==> src/rtl/serial_deser_pkg.sv <==
// Shared constants and width helpers for the serial deserializer.
package serial_deser_pkg;

    localparam int unsigned ORDER_LSB_FIRST = 0;
    localparam int unsigned ORDER_MSB_FIRST = 1;

    localparam logic [0:0] ST_IDLE  = 1'b0;
    localparam logic [0:0] ST_SHIFT = 1'b1;

    function automatic int unsigned clog2(input int unsigned value);
        int unsigned res;
        res = 0;
        for (int unsigned i = 0; i < 32; i++) begin
            if ((64'd1 << i) < 64'(value)) begin
                res = i + 1;
            end
        end
        return res;
    endfunction

    // The length field must be able to hold WIDTH itself, not just WIDTH-1.
    function automatic int unsigned cnt_width(input int unsigned width);
        return clog2(width + 1);
    endfunction

endpackage

==> src/rtl/ser_out_buf.sv <==
// One-entry output holding register with valid/ready handshake and overrun pulse.
module ser_out_buf
    import serial_deser_pkg::*;
#(
    parameter int unsigned WIDTH = 8,
    parameter int unsigned CW    = cnt_width(WIDTH)
) (
    input  logic             clk,
    input  logic             rst,
    input  logic             load,
    input  logic [WIDTH-1:0] word,
    input  logic [CW-1:0]    len,
    input  logic             ready,
    output logic [WIDTH-1:0] out,
    output logic [CW-1:0]    out_len,
    output logic             valid,
    output logic             overrun
);

    logic [WIDTH-1:0] out_q, out_d;
    logic [CW-1:0]    len_q, len_d;
    logic             valid_q, valid_d;
    logic             overrun_q, overrun_d;
    logic             free;

    always_comb begin
        free      = !valid_q || ready;
        out_d     = out_q;
        len_d     = len_q;
        valid_d   = valid_q;
        overrun_d = load && !free;
        if (load && free) begin
            out_d   = word;
            len_d   = len;
            valid_d = 1'b1;
        end else if (valid_q && ready) begin
            valid_d = 1'b0;
        end
    end

    always_ff @(posedge clk) begin
        if (rst) begin
            out_q     <= '0;
            len_q     <= '0;
            valid_q   <= 1'b0;
            overrun_q <= 1'b0;
        end else begin
            out_q     <= out_d;
            len_q     <= len_d;
            valid_q   <= valid_d;
            overrun_q <= overrun_d;
        end
    end

    assign out     = out_q;
    assign out_len = len_q;
    assign valid   = valid_q;
    assign overrun = overrun_q;

endmodule

==> src/rtl/serial_deser.sv <==
// Serial-to-parallel deserializer: shifter and bit counter feeding a one-entry output buffer.
module serial_deser
    import serial_deser_pkg::*;
#(
    parameter int unsigned WIDTH         = 8,
    parameter int unsigned MSB_FIRST     = ORDER_LSB_FIRST,
    parameter int unsigned FLUSH_PARTIAL = 0,
    localparam int unsigned CW           = cnt_width(WIDTH)
) (
    input  logic             clk,
    input  logic             rst,
    input  logic             we,
    input  logic             in,
    input  logic             clr,
    output logic [WIDTH-1:0] out,
    output logic [CW-1:0]    out_len,
    output logic             out_valid,
    input  logic             out_ready,
    output logic             busy,
    output logic             overrun
);

    logic [WIDTH-1:0] sr_q, sr_d, sr_shift, load_word;
    logic [CW-1:0]    cnt_q, cnt_d, load_len;
    logic [0:0]       state_q, state_d;
    logic             load;

    always_comb begin
        if (MSB_FIRST == ORDER_MSB_FIRST) begin
            sr_shift = {sr_q[WIDTH-2:0], in};
        end else begin
            sr_shift = {in, sr_q[WIDTH-1:1]};
        end
    end

    always_comb begin
        sr_d      = sr_q;
        cnt_d     = cnt_q;
        load      = 1'b0;
        load_word = sr_shift;
        load_len  = CW'(WIDTH);
        if (clr) begin
            // Abort wins over a frame that would complete this cycle.
            sr_d  = '0;
            cnt_d = '0;
        end else if (we) begin
            if (cnt_q == CW'(WIDTH - 1)) begin
                load  = 1'b1;
                sr_d  = '0;
                cnt_d = '0;
            end else begin
                sr_d  = sr_shift;
                cnt_d = cnt_q + 1'b1;
            end
        end else if (FLUSH_PARTIAL != 0 && cnt_q != '0) begin
            load      = 1'b1;
            load_word = sr_q;
            load_len  = cnt_q;
            sr_d      = '0;
            cnt_d     = '0;
        end
        state_d = (cnt_d != '0) ? ST_SHIFT : ST_IDLE;
    end

    always_ff @(posedge clk) begin
        if (rst) begin
            sr_q    <= '0;
            cnt_q   <= '0;
            state_q <= ST_IDLE;
        end else begin
            sr_q    <= sr_d;
            cnt_q   <= cnt_d;
            state_q <= state_d;
        end
    end

    assign busy = (state_q == ST_SHIFT);

    ser_out_buf #(
        .WIDTH (WIDTH),
        .CW    (CW)
    ) u_out_buf (
        .clk     (clk),
        .rst     (rst),
        .load    (load),
        .word    (load_word),
        .len     (load_len),
        .ready   (out_ready),
        .out     (out),
        .out_len (out_len),
        .valid   (out_valid),
        .overrun (overrun)
    );

endmodule

==> config.mk <==
export PLATFORM = sky130hd
export DESIGN_NAME = serial_deser
export DESIGN_NICKNAME = d
export VERILOG_FILES = /design/src/rtl/serial_deser_pkg.sv /design/src/rtl/ser_out_buf.sv /design/src/rtl/serial_deser.sv
export SDC_FILE = /design/constraint.sdc
export NUM_CORES = 1
export LEC_CHECK = 0
export ABC_AREA = 1
export BUFFER_PORTS_ARGS = -buffer_cell sky130_fd_sc_hd__buf_2
export CAP_MARGIN = 5
export CORE_ASPECT_RATIO = 0.6
export CORE_MARGIN = 4
export CORE_UTILIZATION = 40
export CTS_BUF_LIST = sky130_fd_sc_hd__clkbuf_8
export CTS_CLUSTER_SIZE = 24
export DETAILED_ROUTE_END_ITERATION = 8
export SLEW_MARGIN = 20
export SYNTH_ARGS = -nofsm -noshare
export SYNTH_HDL_FRONTEND = slang
export SYNTH_SLANG_ARGS = --single-unit
==> constraint.sdc <==
create_clock -name clk -period 1.1 [get_ports clk]
set_input_delay 0.22 -clock clk [delete_from_list [all_inputs] [get_ports clk]]
set_output_delay 0.22 -clock clk [all_outputs]
set_load 0.03 [all_outputs]
# Yosys cells after proc, flatten, opt, wreduce, memory -nomap -nowiden
# Index checks and enable logic that the tools add are counted.
[totals]
output_inout_bits = 15
ff_bits = 24
inputBits = 6
wordCells = 28
[op_classes]
add_sub_neg = 1
n_mux = 10
reduce_logical = 9
n_eq_ne = 1
[op_table]
columns = ["cell", "n"]
rows = [
  ["4-bit 2-to-1 mux", 3],
  ["8-bit 2-to-1 mux", 1],
  ["1-bit 2-to-1 mux", 6],
  ["4-bit by 1-bit adder with 4-bit output, second input constant", 1],
  ["4-bit by 3-bit == test with 1-bit output, second input constant", 1],
  ["4-bit nonzero test", 1],
  ["1-bit logical AND", 3],
  ["1-bit logical NOT", 2],
  ["2-bit nonzero test", 1],
  ["2-bit OR reduction", 1],
  ["1-bit logical OR", 1],
]

# Logic depth before layout (Yosys ltp)
[depth]
depth_word = 6
depth_mapped = 7
mapped_depth_nobuf = 7

# By module
# Synthesis repeated with hierarchy kept, for this count alone.
[unflattened]
hier_cells = 155
area_unflattened_um2 = 1201.2
[modules_own_cells]
columns = ["module", "area_per_inst_um2", "instances", "seq_area_each_um2", "cells_per_inst"]
rows = [
  ["ser_out_buf", 685.7, 1, 280.3, 86],
  ["serial_deser", 515.5, 1, 240.2, 69],
]

# Worst setup path before layout
# OpenSTA, ideal clock, no wires.
[synth_timing]
path_type = "reg-to-reg"
from = "register cnt_q[0]"
to = "register u_out_buf.out_q[0] (netlist: u_out_buf.out[0])"
setup_time_ns = 0.113
period_less_slack_ns = 1.159
arrival_time_ns = 1.046
n_path_buf = 0
path_slack_ns = -0.059
path_stages_with_launch = 7
t_required_ns = 0.987
path_cell_list = "dfxtp_1 -> ha_1 -> nand2_2 -> nor2_8 -> nand3_1 -> nand2_1 -> nor2_1"
[synth_between]
elab_chain_cells = 5
[synth_rtl]
columns = ["element", "line_no", "text"]
rows = [
  ["start, declared", "serial_deser.sv:24", "logic [CW-1:0] cnt_q, cnt_d, load_len;"],
  ["start signal, assigned", "serial_deser.sv:72", "cnt_q <= cnt_d;"],
  ["4-bit by 3-bit == test with 1-bit output", "serial_deser.sv:47", "if (cnt_q == CW'(WIDTH - 1)) begin"],
  ["1-bit 2-to-1 mux", "serial_deser.sv:47", ""],
  ["1-bit 2-to-1 mux", "serial_deser.sv:46", "end else if (we) begin"],
  ["1-bit 2-to-1 mux", "serial_deser.sv:42", "if (clr) begin"],
  ["1-bit logical AND", "ser_out_buf.sv:32", "if (load && free) begin"],
  ["end signal, assigned", "ser_out_buf.sv:48", "out_q <= out_d;"],
  ["end, declared", "ser_out_buf.sv:20", "logic [WIDTH-1:0] out_q, out_d;"],
]
# No other way between the ends.
# A chain may end at the register's enable or synchronous reset.

# Worst setup path after layout
[layout_timing]
from = "register cnt_q[0]"
to = "register state_q (netlist: busy)"
[layout_between]
elab_chain_cells = 6
elab_cells_between_ends = 7
classes_between = "add/sub: 1; eq/ne: 1; mux: 4; reduce/logical: 1"
[layout_rtl]
columns = ["element", "line_no", "text"]
rows = [
  ["4-bit by 1-bit adder with 4-bit output or 4-bit by 3-bit == test with 1-bit output (tied branches)", "serial_deser.sv:53, serial_deser.sv:47", ""],
  ["4-bit 2-to-1 mux", "serial_deser.sv:47", ""],
  ["4-bit 2-to-1 mux (*)", "serial_deser.sv:46", ""],
  ["4-bit 2-to-1 mux (*)", "serial_deser.sv:42", ""],
  ["4-bit nonzero test (*)", "serial_deser.sv:62", "state_d = (cnt_d != '0) ? ST_SHIFT : ST_IDLE;"],
  ["1-bit 2-to-1 mux (*)", "serial_deser.sv:62", ""],
  ["end signal, assigned", "serial_deser.sv:73", "state_q <= state_d;"],
  ["end, declared", "serial_deser.sv:25", "logic [0:0] state_q, state_d;"],
]
# Every way passes the cells marked *; elsewhere a longest branch is shown, timed or not.

==> impl_metrics.tcl <==
set metrics [dict create \
    place_congestion 0.741 \
    crit_buf_inv 0 \
    async_reset_ff_frac 0 \
    nets 170 \
    synth_mux_area_frac 0 \
    synthAdderAreaFrac 0.0124 \
    timing.rr.start "cnt_q[0]" \
    grt_pass1_wl_mm 3.49 \
    via_per_inst 4.49 \
    crit_top_cell "nand2_1" \
    syn_area_mm2 0.00101 \
    yosysWarnings 0 \
    finalWorstPathRequiredPeriod_ns 1.10 \
    setup_ws_ns 0.00189 \
    die_area_mm2 0.00342 \
    clock-sinks 23 \
    hold_class "input pin to register" \
    yosysSeqAreaShare 0.455 \
    overflow 0 \
    critPathTopFamily "simple AND/OR/NAND/NOR gates" \
    ios 21 \
    synth_area_leaders "dfxtp_1 (46%), nor2_1 (10%), nand2_1 (9.7%)" \
    vdd_drop_max_mv 0.506 \
    skew_ns 0.00108 \
    pwr_density_cell_mw_per_mm2 1210 \
    cts_tree "yes" \
    finalSetupTns_ns 0 \
    setup.worst_path.class "register to register" \
    dr_total_vias 863 \
    layoutNonFillerInstCount 192 \
    maxCapViolations 0 \
    placed_cells 186 \
    place_ws_ns -0.107 \
    synth_cell_types 20 \
    yosys.area.top_type "dfxtp_1" \
    grt_usage 0.137 \
    synth_xor_area_frac 0 \
    core_area_mm2 0.00228 \
    cts_made_buffers 3 \
    cp.required_ns 1.26 \
    synth_edf_count 0 \
    syn_area_per_cell_um2 7.38 \
    chipWidth_um 72.9 \
    antenna_found_initial 0 \
    postRouteAntennaNets 0 \
    syn_to_final_growth_pct 24.0 \
    die_h_um 46.9 \
    cp_max_fo 3 \
    initial_utilization 0.444 \
    worstSkewPairLatency_ns 0.26 \
    holdWs_ns 0.168 \
    clk_pin_slew_ns 0.08 \
    yosysMostFrequentCell "nor2_1" \
    timing_hold_violations_final 0 \
    cts-htree-levels 1 \
    place_area_mm2 0.00115 \
    synth_simple_gate_area_frac 0.358 \
    synth-seq-cells 23 \
    post-route-period-util 0.998 \
    synth_commonest_cells "nor2_1 (27), nand2_1 (26), dfxtp_1 (23), inv_1 (21), nand3_1 (13)" \
    port_buffers 17 \
    start_kind "register" \
    dr.pass1.iters 4 \
    status "finished clean" \
    slew_viol_final 0 \
    drt_iter0_drc 39 \
    post_route_cells_drive_above_1_share 0.296 \
    p_leak_nw 0.632 \
    n_antenna_cell 0 \
    fin_area_mm2 0.00125 \
    hold_buffers 0 \
    cts_buffer_depth 2 \
    min_from "rst" \
    synth_top_family_by_area "simple AND/OR/NAND/NOR gates" \
    wl_per_cell_um 11.0 \
    cpMaxStageDelayCell "dfxtp_2" \
    root_buffer "clkbuf_8" \
    synth.top_cell.area_share 0.455 \
    drc 0 \
    rsz0062_at_grt "true" \
    setup_viol 0 \
    worstSetupStartpoint "cnt_q[0]" \
    endpoint_kind "register" \
    dp_hpwl_mm 1.67 \
    synthCells 137 \
    synth_top_flop_cell "dfxtp_1" \
    cp.arrival_ns 1.26 \
    fmaxAchievable_mhz 911 \
    crit_chain "ha_4 > nand2_4 > nand2_1 > nand3_2 > nand2_1 > nor2_2 > nand2_1" \
    grt_max_degree 15 \
    slowest_delay_ns 0.35 \
    grt_pass1_vias 778 \
    synth_compound_area_frac 0.0507 \
    num_rows 13 \
    routed_wl_mm 2.12 \
]
-- power by group --
part           internal (mW)  switching (mW)
logic                 0.0454          0.0979
clock network          0.253           0.259
registers              0.848         0.00897
total                   1.15           0.366
-- stage by stage --
step / util / power (mW)
3_3_place_gp: 0.504 / 1.00
5_1_grt: 0.551 / 1.58
6_report: 0.551 / 1.51
3_5_place_dp: 0.504 / 1.01
2_1_floorplan: - / 0.979
4_1_cts: 0.542 / 1.54
-- path summary, 6_finish.rpt --
kind	to	slack, ns	depth (start not counted)
worst min register to register	u_out_buf.out[0]	0.48	2
worst max-delay path	busy	0.002	7
worst max register to register	busy	0.002	7
worst min-delay path	u_out_buf.out_len[3]	0.17	2
-- layout by cell type (no fill, tap or decap) --
cell type and count:
o22ai_1 1, a21oi_2 1, buf_4 6, nor2_1 27, nand3_2 4, nor2_4 1
dfxtp_1 19, o21ai_0 7, nor2_2 3, ha_4 1, inv_2 1, nand2_4 1
dfxtp_2 4, clkinv_2 1, nand4_4 1, buf_2 17, nand3_1 9, nor2_8 2
conb_1 3, clkbuf_8 3, inv_1 21, o21ai_1 1, nand2_1 25, nand2_2 2
nor3_1 1
-- metal layers --
metal / global-route usage / wire, um / up-vias
li1: - / - / 464
met3: 0.0577 / 167 / 3
met4: 0.0331 / 13 / 0
met2: 0.203 / 828 / 20
met5: 0 / 0 / -
met1: 0.187 / 1110 / 376
-- sequential cells by signal (all words and copies together), names as in the netlist --
register / count
u_out_buf.overrun: 1
u_out_buf.valid: 1
u_out_buf.out_len: 1
cnt_q: 4
sr_q: 7
busy: 1
u_out_buf.out: 8
-- cells by family (layout without fill, tap and decap cells) --
| logic type | count (synthesis) | after routing |
|---|---|---|
| AND/OR/NAND/NOR | 75 | 76 |
| buffers and inverters | 27 | 49 |
| flip-flops | 23 | 23 |
| AO/OA/AOI/OAI | 10 | 10 |
| adder cells (fa/ha/maj) | 1 | 1 |
| other | 1 | 3 |
-- cell type report --
| class | instances | area, um2 |
|---|---|---|
| Fill cell | 227 | 1020 |
| Multi-Input combinational cell | 90 | 492 |
| Sequential cell | 23 | 465 |
| Timing Repair Buffer | 23 | 130 |
| Inverter | 22 | 82.6 |
| Clock buffer | 3 | 41.3 |
| Tap cell | 30 | 37.5 |
| Clock inverter | 1 | 5.00 |
-- repair_timing --
item                       CTS  global route
gates cloned                 1             0
gates resized for setup      5             5
pin swaps                    2             6
buffers inserted             1             0
setup endpoints to repair   18            18
Note: power is estimated with default switching activity, not from simulation.
